File: src/rtl/dffmem_host.sv
// dffmem_host: byte-serial command front-end for the 8x16 DFF memory.
// Turns write/read commands into write strobes and two-byte responses.
module dffmem_host #(
  parameter int ADDR_W = 3,
  parameter int DATA_W = 16
) (
  input  logic              clk,
  input  logic              rst_n,
  input  logic              cmd_valid,
  input  logic [7:0]        cmd_data,
  output logic              cmd_ready,
  output logic              rsp_valid,
  output logic [7:0]        rsp_data,
  input  logic              rsp_ready,
  output logic [ADDR_W-1:0] mem_adr,
  output logic              mem_we,
  output logic [DATA_W-1:0] mem_din,
  input  logic [DATA_W-1:0] mem_dout,
  output logic              busy,
  output logic [7:0]        err_cnt
);

  typedef enum logic [2:0] {
    IDLE,
    WLO,
    WHI,
    WSTB,
    RADR,
    RCAP,
    RLO,
    RHI
  } state_t;

  state_t state_q;
  state_t state_d;

  logic [ADDR_W-1:0] adr_d;
  logic              we_d;
  logic [DATA_W-1:0] din_d;
  logic              rv_d;
  logic [7:0]        rd_d;
  logic [7:0]        rbuf_q;
  logic [7:0]        rbuf_d;
  logic [7:0]        err_d;

  logic cmd_fire;
  logic rsp_fire;
  logic cmd_bad;
  logic cmd_wr;
  logic cmd_rd;

  assign cmd_ready = rst_n & ((state_q == IDLE) |
                              (state_q == WLO)  |
                              (state_q == WHI));
  assign busy      = (state_q != IDLE);

  assign cmd_fire  = cmd_valid & cmd_ready;
  assign rsp_fire  = rsp_valid & rsp_ready;

  // exactly one of bad/wr/rd is set for any byte
  assign cmd_bad   = |cmd_data[6:3];
  assign cmd_wr    = ~cmd_bad & cmd_data[7];
  assign cmd_rd    = ~cmd_bad & ~cmd_data[7];

  always_ff @(posedge clk or negedge rst_n) begin
    if (!rst_n) begin
      state_q   <= IDLE;
      mem_adr   <= '0;
      mem_we    <= 1'b0;
      mem_din   <= '0;
      rsp_valid <= 1'b0;
      rsp_data  <= 8'h00;
      rbuf_q    <= 8'h00;
      err_cnt   <= 8'h00;
    end else begin
      state_q   <= state_d;
      mem_adr   <= adr_d;
      mem_we    <= we_d;
      mem_din   <= din_d;
      rsp_valid <= rv_d;
      rsp_data  <= rd_d;
      rbuf_q    <= rbuf_d;
      err_cnt   <= err_d;
    end
  end

  always_comb begin
    state_d = state_q;
    adr_d   = mem_adr;
    we_d    = 1'b0;
    din_d   = mem_din;
    rv_d    = rsp_valid;
    rd_d    = rsp_data;
    rbuf_d  = rbuf_q;
    err_d   = err_cnt;

    unique case (state_q)
      IDLE: begin
        if (cmd_fire) begin
          unique case (1'b1)
            cmd_bad: begin
              if (err_cnt != 8'hFF) begin
                err_d = err_cnt + 8'd1;
              end
            end
            cmd_wr: begin
              adr_d   = cmd_data[ADDR_W-1:0];
              state_d = WLO;
            end
            cmd_rd: begin
              adr_d   = cmd_data[ADDR_W-1:0];
              state_d = RADR;
            end
            default: begin
              state_d = IDLE;
            end
          endcase
        end
      end
      WLO: begin
        if (cmd_fire) begin
          din_d[7:0] = cmd_data;
          state_d    = WHI;
        end
      end
      WHI: begin
        if (cmd_fire) begin
          din_d[DATA_W-1:8] = cmd_data;
          we_d              = 1'b1;
          state_d           = WSTB;
        end
      end
      WSTB: begin
        state_d = IDLE;
      end
      RADR: begin
        state_d = RCAP;
      end
      // mem_dout now reflects the address presented in RADR
      RCAP: begin
        rbuf_d  = mem_dout[DATA_W-1:8];
        rv_d    = 1'b1;
        rd_d    = mem_dout[7:0];
        state_d = RLO;
      end
      RLO: begin
        if (rsp_fire) begin
          rd_d    = rbuf_q;
          state_d = RHI;
        end
      end
      RHI: begin
        if (rsp_fire) begin
          rv_d    = 1'b0;
          state_d = IDLE;
        end
      end
      default: begin
        state_d = IDLE;
      end
    endcase
  end

endmodule
File: config.mk
export PLATFORM = sky130hd
export DESIGN_NAME = dffmem_host
export DESIGN_NICKNAME = d
export VERILOG_FILES = /design/src/rtl/dffmem_host.sv
export SDC_FILE = /design/constraint.sdc
export NUM_CORES = 1
export LEC_CHECK = 0
export ABC_CLOCK_PERIOD_IN_PS = 2500
export CAP_MARGIN = 20
export CORE_MARGIN = 2
export CORE_UTILIZATION = 45
export CTS_CLUSTER_SIZE = 40
export DETAILED_ROUTE_END_ITERATION = 10
export PLACE_DENSITY = 0.78
export SLEW_MARGIN = 20
export SYNTH_ARGS = -nofsm -noshare
export SYNTH_HDL_FRONTEND = slang
export SYNTH_SLANG_ARGS = --single-unit
File: constraint.sdc
create_clock -name clk -period 2.5 [get_ports clk]
set_input_delay 0.5 -clock clk [delete_from_list [all_inputs] [get_ports clk]]
set_output_delay 0.5 -clock clk [all_outputs]
set_load 0.02 [all_outputs]
==> key figures <==
Worst setup path
  – Crit path max-delay family: buffers and inverters
  – R2R Setup Slk: 0.44 ns
  – Crit. End Element: primary output
  – Buf/Inv on CP: 1
  – CP cell instances: or3_1, clkdlybuf4s50_1
  – Critical Path RT: 2.00 ns
  – R2R Path Start: state_q[2]
  – Worst Setup Start Kind: flip-flop
  – Worst Reg2Reg Path Length in Cells: 4
  – Peak per-stage delay on the critical path: 0.58 ns
  – Reg-to-reg endpoint: err_cnt[1]
  – Worst EP arrival: 1.86 ns
  – CP max FO: 12
  – Slowest cell on the critical path: clkdlybuf4s50_1
  – Crit path kind: flip-flop to primary output

Floorplanning
  – Die X: 72.1 um
  – Initial core utilization: 0.473
  – I/O pins: 67
  – Num rows: 24
  – Core Box Area: 4410 um^2
  – Die span in y: 72.1 um
  – Die area: 5200 um^2

Timing
  – Max-slew headroom: 0.633
  – Post-layout min period: 2.36 ns
  – Setup WS post-layout: 0.144 ns
  – Final hold slack: 0.202 ns
  – Final Hold Vio Count: 0
  – RSZ-0062 raised after global routing: false
  – Fmax: 0.424 GHz
  – Tcrit/Tclk final: 0.942
  – Setup Skew: 0.00445 ns
  – Setup TNS Final: 0 ns
  – Pins Over Slew Limit: 0
  – Actual slew at the worst max-slew pin: 0.547 ns
  – Setup violations, final: 0

Global route
  – Initial antenna violation count: 0
  – Pin count of the biggest net entering global routing: 28
  – Number of global-route vias before repair: 1549
  – GRT Total Usage: 0.182
  – Total grt overflow: 0
  – First-pass GRT wire length: 7.19 mm

Placement
  – Final GP Congestion: 0.765
  – HPWL after detailed placement: 3.17 mm
  – Pre-CTS WS: 0.323 ns
  – Port Buffers: 66

Final layout
  – Layout area overhead: 39.1%
  – ANT cells: 0
  – Post-layout util: 0.658
  – Filler cell count: 346
  – Layout Nets: 267
  – Layout cell share with drive strength beyond 1: 0.188

Synth
  – Post-Syn Instances: 167
  – #FFs+latches synth: 48
  – Post-synth top area share: 0.575
  – Seq/Total Area, Yosys: 0.575
  – Post-synth top cells: dfrtp_1, mux2_2, nor2_1
  – Post-Syn Nets: 196
  – Synth area leaders: dfrtp_1, mux2_2, mux2i_1
  – EDFF count, synth: 0
  – Warnings, synthesis: 0
  – Mapped Area: 2090 um^2
  – Ys async rst share: 1.00
  – Most used DFF post-synth: dfrtp_1
  – Yosys cell types: 34
  – Leading area contributor after synthesis: dfrtp_1
  – Top-count cell post-synth: dfrtp_1
  – Mean post-synth cell area: 12.5 um^2

Route
  – Final wirelength: 4.31 mm
  – DR pass1 iterations: 4
  – WL/cell: 14.8 um
  – Vias per inst: 5.23
  – Drt drc: 0
  – Via count: 1522
  – Starting DRC count in detailed routing: 36
  – Post-DRT Antenna Nets: 0

Clock network
  – Clock root buffer: clkbuf_8
  – CTS tree: yes
  – Sink Count: 48
  – Clock buffer depth: 2
  – H-tree depth: 2
  – CTS Buf Count: 5
  – Number of gates resized after cts: 0
  – Setup Buffers After CTS: 0
  – Worst-path clk slew: 0.08 ns
  – Hold-fix buffers, CTS: 0
  – Clock latency on the worst-skew pair: 0.30 ns

Power and ir drop
  – Total Power: 3.32 mW
  – Pwr dens: 1140 nW/um^2
  – Lkg Pwr: 1.30 nW
  – Maximum VDD drop: 539 uV

Job
  – Max Cap Viol: 0

Outcome
  – Status: finished clean

Hold path
  – Hold Crit Class: input port to async pin
[layout by cell type, fill, tap and decap left out, types with 2 or more instances in the layout]
master	netlist	routed
xor2_1	5	5
clkbuf_1	5	2
buf_4	0	6
nor2_1	12	12
nand2_1	8	8
clkbuf_8	0	6
o21ai_0	3	3
a31oi_1	3	3
nand4b_1	2	2
dfrtp_1	48	48
a21oi_1	11	11
nand3_1	8	8
nor4_2	2	2
nand3b_1	2	2
mux2_2	27	27
mux2i_1	8	8
nor3_1	3	3
clkdlybuf4s50_1	0	65
[logic make-up (layout without fill, tap and decap cells)]
kind of cell	Yosys count	after routing	share of synthesized area
mux	36	36	0.189
simple gates	48	48	0.135
xor+xnor	5	5	0.0210
flops	48	48	0.575
fa+ha+maj	1	1	0.00599
compound gates	20	20	0.0521
buf+inv	9	81	0.0210
[state kept, by name (all words and copies together), names as in the netlist]
signal	count
mem_din	16
err_cnt	8
rbuf_q	8
rsp_data	8
mem_adr	3
state_q	3
mem_we	1
rsp_valid	1
[worst max-delay path by stage]
stage / start / endpoint / slack, ns / depth (start not counted)
2_1_floorplan: state_q[1] / err_cnt[1] / 0.45 / 6
3_3_place_gp: cmd_valid / err_cnt[1] / 0.35 / 5
3_5_place_dp: cmd_valid / err_cnt[1] / 0.32 / 5
4_1_cts: state_q[2] / busy / 0.14 / 2
5_1_grt: state_q[2] / busy / 0.06 / 2
6_report: state_q[2] / busy / 0.14 / 2
[through the flow]
stage	instances	area, um^2
after CTS	291	2900
after global placement	283	2810
final	291	2900
after floorplan	167	2090
after global routing	291	2900
after detailed placement	283	2810
[layout make-up]
type                       instances  area, um^2  share of cell area
timing repair buffer              72         701               0.241
inverter                           1        3.75             0.00129
multi-input combinational        110         843               0.290
clock buffer                       8        90.1              0.0310
sequential                        48        1200               0.414
tap                               52        65.1              0.0224
[per-layer routing]
metal  share of wire  routed length, um  up-vias  global-route usage
met2            0.50               2150       40               0.297
met3           0.049                209        8              0.0431
met5               0                  0        -                   0
met4           0.023                 99        0              0.0943
li1                -                  -      734                   -
met1            0.43               1840      740               0.227
[where the power goes]
part           switching, mW  leakage (nW)  internal (mW)
registers              0.239         0.593           1.11
clock network          0.246        0.0455          0.226
logic                  0.701         0.660          0.795
total                   1.19          1.30           2.13
Power figures use the tool's default switching activity.
